File: config.mk
export PLATFORM = sky130hd
export DESIGN_NAME = regfile_writeback_queue_flat
export DESIGN_NICKNAME = d
export VERILOG_FILES = /design/src/rtl/wbq_pkg.sv /design/src/rtl/regfile_writeback_queue_if.sv /design/src/rtl/wbq_bypass_lookup.sv /design/src/rtl/regfile_writeback_queue.sv /design/src/flat_wrapper.sv
export SDC_FILE = /design/constraint.sdc
export NUM_CORES = 1
export LEC_CHECK = 0
export ABC_AREA = 1
export CELL_PAD_IN_SITES_DETAIL_PLACEMENT = 0
export CELL_PAD_IN_SITES_GLOBAL_PLACEMENT = 1
export CORE_MARGIN = 8
export CORE_UTILIZATION = 42
export CTS_BUF_LIST = sky130_fd_sc_hd__clkbuf_16
export CTS_CLUSTER_SIZE = 10
export DETAILED_ROUTE_END_ITERATION = 10
export GPL_TIMING_DRIVEN = 0
export PLACE_DENSITY_LB_ADDON = 0.1
export SETUP_SLACK_MARGIN = 0.2
export SYNTH_ARGS = -nofsm -noshare
export SYNTH_HDL_FRONTEND = slang
export SYNTH_SLANG_ARGS = --single-unit
File: constraint.sdc
create_clock -name Clk -period 20.6 [get_ports Clk]
set_input_delay 4.12 -clock Clk [delete_from_list [all_inputs] [get_ports Clk]]
set_output_delay 4.12 -clock Clk [all_outputs]
set_load 0.02 [all_outputs]
File: src/rtl/wbq_pkg.sv
// Shared types and helpers for the register-file writeback queue.
package wbq_pkg;
    localparam int AW = 5;
    localparam int DW = 32;
    localparam logic [AW-1:0] ZERO_REG = '0;

    typedef struct packed {
        logic [AW-1:0] rd;
        logic [DW-1:0] data;
    } wbq_entry_t;

    // Free slots visible to producers this cycle; the head pop frees one in the same edge.
    function automatic int wbq_space(input int count, input int depth);
        return depth - count + ((count != 0) ? 1 : 0);
    endfunction
endpackage

File: src/rtl/regfile_writeback_queue_if.sv
// Producer handshakes, regfile write port and bypass lookups of the writeback queue.
interface regfile_writeback_queue_if
    import wbq_pkg::*;
#(
    parameter int DEPTH = 4
);
    localparam int CW = $clog2(DEPTH) + 1;

    logic          LdValid;
    logic          LdReady;
    logic [AW-1:0] LdReg;
    logic [DW-1:0] LdData;
    logic          AluValid;
    logic          AluReady;
    logic [AW-1:0] AluReg;
    logic [DW-1:0] AluData;
    logic          RegWrite;
    logic [AW-1:0] WriteRegister;
    logic [DW-1:0] WriteData;
    logic [AW-1:0] ReadRegister1;
    logic [AW-1:0] ReadRegister2;
    logic          BypassHit1;
    logic [DW-1:0] BypassData1;
    logic          BypassHit2;
    logic [DW-1:0] BypassData2;
    logic [CW-1:0] Pending;

    modport slave (
        input  LdValid, LdReg, LdData, AluValid, AluReg, AluData,
               ReadRegister1, ReadRegister2,
        output LdReady, AluReady, RegWrite, WriteRegister, WriteData,
               BypassHit1, BypassData1, BypassHit2, BypassData2, Pending
    );

    modport master (
        output LdValid, LdReg, LdData, AluValid, AluReg, AluData,
               ReadRegister1, ReadRegister2,
        input  LdReady, AluReady, RegWrite, WriteRegister, WriteData,
               BypassHit1, BypassData1, BypassHit2, BypassData2, Pending
    );
endinterface

File: src/rtl/wbq_bypass_lookup.sv
// Age-ordered CAM over the live queue window; the youngest matching entry wins.
module wbq_bypass_lookup
    import wbq_pkg::*;
#(
    parameter int DEPTH = 4,
    localparam int PW = $clog2(DEPTH),
    localparam int CW = PW + 1
) (
    input  wbq_entry_t [DEPTH-1:0] entries,
    input  logic [PW-1:0]          head,
    input  logic [CW-1:0]          count,
    input  logic [AW-1:0]          addr,
    output logic                   hit,
    output logic [DW-1:0]          data
);
    always_comb begin
        logic [PW-1:0] idx;
        hit  = 1'b0;
        data = '0;
        idx  = head;
        // Walk oldest to youngest so a later match overrides an earlier one.
        for (int i = 0; i < DEPTH; i++) begin
            idx = head + PW'(i);
            if ((CW'(i) < count) && (addr != ZERO_REG) && (entries[idx].rd == addr)) begin
                hit  = 1'b1;
                data = entries[idx].data;
            end
        end
    end
endmodule

File: src/rtl/regfile_writeback_queue.sv
// In-order writeback queue feeding the regfile's single write port from load and ALU producers.
// Define WBQ_BYPASS_EN to build the youngest-match bypass lookups; otherwise bypass outputs tie to 0.
module regfile_writeback_queue
    import wbq_pkg::*;
#(
    parameter int DEPTH = 4
) (
    input  logic                       Clk,
    input  logic                       Reset,
    regfile_writeback_queue_if.slave   bus
);
    localparam int PW = $clog2(DEPTH);
    localparam int CW = PW + 1;

    wbq_entry_t [DEPTH-1:0] mem;
    logic [PW-1:0]          head;
    logic [PW-1:0]          tail;
    logic [CW-1:0]          count;

    int   space;
    logic ld_ready;
    logic alu_ready;
    logic ld_push;
    logic alu_push;
    logic pop;

    always_comb begin
        space     = wbq_space(int'(count), DEPTH);
        pop       = (count != '0);
        ld_ready  = !Reset && (space >= 1);
        // Load is older: a valid load claims a slot before the ALU may.
        alu_ready = !Reset && ((bus.LdValid && ld_ready) ? (space >= 2) : (space >= 1));
        ld_push   = bus.LdValid && ld_ready && (bus.LdReg != ZERO_REG);
        alu_push  = bus.AluValid && alu_ready && (bus.AluReg != ZERO_REG);
    end

    always_ff @(posedge Clk) begin
        if (Reset) begin
            head  <= '0;
            tail  <= '0;
            count <= '0;
        end else begin
            if (ld_push)
                mem[tail] <= '{rd: bus.LdReg, data: bus.LdData};
            if (alu_push)
                mem[tail + PW'(ld_push)] <= '{rd: bus.AluReg, data: bus.AluData};
            head  <= head + PW'(pop);
            tail  <= tail + PW'(ld_push) + PW'(alu_push);
            count <= count + CW'(ld_push) + CW'(alu_push) - CW'(pop);
        end
    end

    assign bus.LdReady       = ld_ready;
    assign bus.AluReady      = alu_ready;
    assign bus.RegWrite      = !Reset && pop;
    assign bus.WriteRegister = (!Reset && pop) ? mem[head].rd   : '0;
    assign bus.WriteData     = (!Reset && pop) ? mem[head].data : '0;
    assign bus.Pending       = count;

`ifdef WBQ_BYPASS_EN
    logic          hit1;
    logic          hit2;
    logic [DW-1:0] data1;
    logic [DW-1:0] data2;

    wbq_bypass_lookup #(.DEPTH(DEPTH)) u_lookup1 (
        .entries (mem),
        .head    (head),
        .count   (count),
        .addr    (bus.ReadRegister1),
        .hit     (hit1),
        .data    (data1)
    );

    wbq_bypass_lookup #(.DEPTH(DEPTH)) u_lookup2 (
        .entries (mem),
        .head    (head),
        .count   (count),
        .addr    (bus.ReadRegister2),
        .hit     (hit2),
        .data    (data2)
    );

    assign bus.BypassHit1  = !Reset && hit1;
    assign bus.BypassData1 = Reset ? '0 : data1;
    assign bus.BypassHit2  = !Reset && hit2;
    assign bus.BypassData2 = Reset ? '0 : data2;
`else
    assign bus.BypassHit1  = 1'b0;
    assign bus.BypassData1 = '0;
    assign bus.BypassHit2  = 1'b0;
    assign bus.BypassData2 = '0;
`endif
endmodule

File: src/flat_wrapper.sv
// flat-port wrapper written by rule: the top's interface ports become plain ports
module regfile_writeback_queue_flat import wbq_pkg::*;
#(
    parameter int DEPTH = 4
)
  (Clk, Reset, bus_LdValid, bus_LdReg, bus_LdData, bus_AluValid, bus_AluReg, bus_AluData, bus_ReadRegister1, bus_ReadRegister2, bus_LdReady, bus_AluReady, bus_RegWrite, bus_WriteRegister, bus_WriteData, bus_BypassHit1, bus_BypassData1, bus_BypassHit2, bus_BypassData2, bus_Pending);
  regfile_writeback_queue_if #(.DEPTH(DEPTH)) bus_i ();
  input  logic Clk;
  input  logic Reset;
  input wire logic [$bits(bus_i.LdValid)-1:0] bus_LdValid;
  input wire logic [$bits(bus_i.LdReg)-1:0] bus_LdReg;
  input wire logic [$bits(bus_i.LdData)-1:0] bus_LdData;
  input wire logic [$bits(bus_i.AluValid)-1:0] bus_AluValid;
  input wire logic [$bits(bus_i.AluReg)-1:0] bus_AluReg;
  input wire logic [$bits(bus_i.AluData)-1:0] bus_AluData;
  input wire logic [$bits(bus_i.ReadRegister1)-1:0] bus_ReadRegister1;
  input wire logic [$bits(bus_i.ReadRegister2)-1:0] bus_ReadRegister2;
  output wire logic [$bits(bus_i.LdReady)-1:0] bus_LdReady;
  output wire logic [$bits(bus_i.AluReady)-1:0] bus_AluReady;
  output wire logic [$bits(bus_i.RegWrite)-1:0] bus_RegWrite;
  output wire logic [$bits(bus_i.WriteRegister)-1:0] bus_WriteRegister;
  output wire logic [$bits(bus_i.WriteData)-1:0] bus_WriteData;
  output wire logic [$bits(bus_i.BypassHit1)-1:0] bus_BypassHit1;
  output wire logic [$bits(bus_i.BypassData1)-1:0] bus_BypassData1;
  output wire logic [$bits(bus_i.BypassHit2)-1:0] bus_BypassHit2;
  output wire logic [$bits(bus_i.BypassData2)-1:0] bus_BypassData2;
  output wire logic [$bits(bus_i.Pending)-1:0] bus_Pending;
  assign bus_i.LdValid = bus_LdValid;
  assign bus_i.LdReg = bus_LdReg;
  assign bus_i.LdData = bus_LdData;
  assign bus_i.AluValid = bus_AluValid;
  assign bus_i.AluReg = bus_AluReg;
  assign bus_i.AluData = bus_AluData;
  assign bus_i.ReadRegister1 = bus_ReadRegister1;
  assign bus_i.ReadRegister2 = bus_ReadRegister2;
  assign bus_LdReady = bus_i.LdReady;
  assign bus_AluReady = bus_i.AluReady;
  assign bus_RegWrite = bus_i.RegWrite;
  assign bus_WriteRegister = bus_i.WriteRegister;
  assign bus_WriteData = bus_i.WriteData;
  assign bus_BypassHit1 = bus_i.BypassHit1;
  assign bus_BypassData1 = bus_i.BypassData1;
  assign bus_BypassHit2 = bus_i.BypassHit2;
  assign bus_BypassData2 = bus_i.BypassData2;
  assign bus_Pending = bus_i.Pending;
  regfile_writeback_queue #(.DEPTH(DEPTH)) u_core (.Clk(Clk), .Reset(Reset), .bus(bus_i));
endmodule
==> metrics.md <==
| Metric | Value |
|---|---|
| Slew Viols, Final | `0` |
| Run status | `finished, final reports clean` |
| Initial antenna violation count | `0` |
| First-pass GRT wire length | `roughly 75 mm` |
| RD Place Congestion | `0.870` |
| Routed length per instance | `19.0 um` |
| Final min period | `10.29 ns` |
| Number of hold buffers added after CTS | `0` |
| Syn_area_per_cell | `6.52 um2` |
| # diodes | `0` |
| Post-synthesis cell area | `about 0.013 mm2` |
| Synth Instances | `1966` |
| Critical Path RT | `16.48 ns` |
| Drt drc | `0` |
| Clock root buffer | `clkbuf_16` |
| Die width | `roughly 190 um` |
| Yosys warning total | `0` |
| Die Y-Extent | `191 um` |
| Core Footprint | `0.0303 mm2` |
| Max_cap viols | `0` |
| Area Overhead vs Synth | `19.7%` |
| Setup TNS Final | `0 ns` |
| Port buffer count | `roughly 120` |
| Routed vias/inst | `5.24` |
| Number of global-route vias before repair | `12900` |
| GR peak layer | `met2` |
| Worst-Skew Late Latency | `roughly 0.45 ns` |
| Met3 usage | `about 5.1%` |
| Max Clock Freq | `~100 MHz` |
| CTS tree | `built` |
| Worst-path maximum fanout | `10` |
| # resized after CTS | `0` |
| Most common cell after layout, fill and taps aside | `nor2_1` |
| Startpoint Class | `input pin` |
| Initial core utilization | `between 40 and 50%` |
| # IOs | `197` |
| Largest net degree at the start of global routing | `83` |
| Power Dens Cells | `123 mW/mm2` |
| Final worst path period share | `between 40% and 50%` |
| Final net count | `about 2300` |
| Routed WL | `49.1 mm` |
| Leakage | `7.29 nW` |
| Share of layout cells above drive strength 1 | `a little under a tenth` |
| Final setup vio count | `0` |
| Met1 usage | `34.6%` |
| Post-DRT Antenna Nets | `0` |
| Fin. Hold Viols | `0` |
| Cell Rows | `between 60 and 70` |
| TritonCTS buffer count | `17` |
| Clock skew | `approximately 0.014 ns` |
| Post-route insts no fill | `2579` |
| Die area | `0.0363 mm2` |
| Worst Tran Pin Value | `0.829 ns` |
| Commonest non-fill, non-tap cells in the layout | `nor2_1 (499), nand2_1 (470), o21ai_0 (223)` |
| Min-delay worst type | `reg -> reg` |
| Peak supply drop | `0.0000562 V` |
| GR Overflow Total | `0` |
| Clock slew at reported path FFs | `about 0.07 ns` |
| Drt first pass iters | `8` |
| CP endpoint kind | `output port` |
| Dpl hpwl | `~34 mm` |
| Kind of critical path | `in -> out` |
| Post-CTS setup buffer count | `0` |
| Sequential share of the synthesized area | `35.8%` |
| Relative slew slack | `44.8%` |
| H-tree levels | `4` |
| Fillers | `between 3000 and 4000` |
| Unique cell type count in the Yosys netlist | `32` |
| RSZ-0062 raised after global routing | `no` |
| Iteration-0 DRC Markers | `1280` |
| Clock sinks | `about 160` |
| Flops & latches, synth | `155` |
| Clock Path Buffers | `2` |
| Dpl cells | `around 2500` |
| Worst EP arrival | `6.17 ns` |
| Met2 global-route usage | `42.9%` |
| Vias | `13500` |
| Gr usage total | `26.5%` |
## metrics by stage
stage	util, %	cell area (um2)	setup WS [ns]	total power, W	hold WS [ns]
5_1_grt	50.5	15300	10.26	0.00203	0.711
4_1_cts	50.5	15300	10.33	0.00188	0.675
2_1_floorplan	-	13100	11.11	0.00121	0.575
6_report	50.5	15300	10.31	0.00189	0.672
3_5_place_dp	48.7	14800	10.34	0.00155	0.655
3_3_place_gp	48.6	14700	7.98	0.00154	0.642
## critical path: stages
cell and delay (ns):
buf_2 0.26, nor2_1 0.13, inv_2 0.29, clkbuf_1 0.56
a21oi_1 0.20, clkdlybuf4s50_1 0.59
## layer usage
metal  vias to the layer above  share of wire, %
met2                       668                46
li1                       6606                 -
met1                      6144                42
met4                         0               2.9
met3                        86               9.0
met5                         -                 0
## power by group
group / internal (W) / switching [W]
Sequential: 0.000465 / 0.0000549
Combinational: 0.000357 / 0.000689
Clock: 0.000168 / 0.000152
Total: 0.000990 / 0.000896
## state kept, by name, summed over array words and instances, names as in the netlist
| signal | count |
|---|---|
| u_core.head | 2 |
| u_core.bus.Pending | 3 |
| u_core.mem | 148 |
| u_core.tail | 2 |
## final timing paths
check / cells past startpoint / to / start / slack (ns)
hold reg to reg: 4 / u_core.mem[20]$_DFFE_PN_ / u_core.mem[20]$_DFFE_PN_ / 0.67
hold / removal: 4 / u_core.mem[20]$_DFFE_PN_ / u_core.mem[20]$_DFFE_PN_ / 0.67
setup reg to reg: 26 / u_core.mem[26]$_DFFE_PN_ / u_core.bus.Pending[0]$_SDFF_PP0_ / 15.43
setup / recovery: 6 / bus_WriteData[18] / Reset / 10.31
## Yosys cell counts (all sizes together)
library cell  instances  area, um2
a21oi                74        370
buf                 129        895
clkbuf               69        259
clkinv                1       3.75
conb                  1       3.75
dfxtp                 7        140
edfxtp              148       4440
fa                    2       40.0
ha                   14        175
inv                 109        409
nand2               473       1790
nand3               157        816
nand4                 6       68.8
nor2                546       2230
o21ai               223       1120
o41ai                 1       8.76
or2                   3       18.8
xnor2                 2       17.5
xor2                  1       8.76
## kinds of logic after synthesis
logic type | share of synthesized area [%]
buf+inv | 12.2
xor+xnor | 0.205
flops | 35.8
fa+ha+maj | 1.68
compound gates | 11.7
simple gates | 38.4
other cells | 0.0293
## final cells by class
class,count,area [um2],area share (%)
multi-input cells,1568,6900,45.0
flip-flops and latches,155,4580,29.9
repair buffers,120,1220,7.94
plain buffers,198,1150,7.52
well taps,396,495,3.23
clock buffers,17,425,2.77
inverters,110,420,2.74
clock inverters,15,139,0.905
No activity file was read; power rests on OpenSTA's default activity.
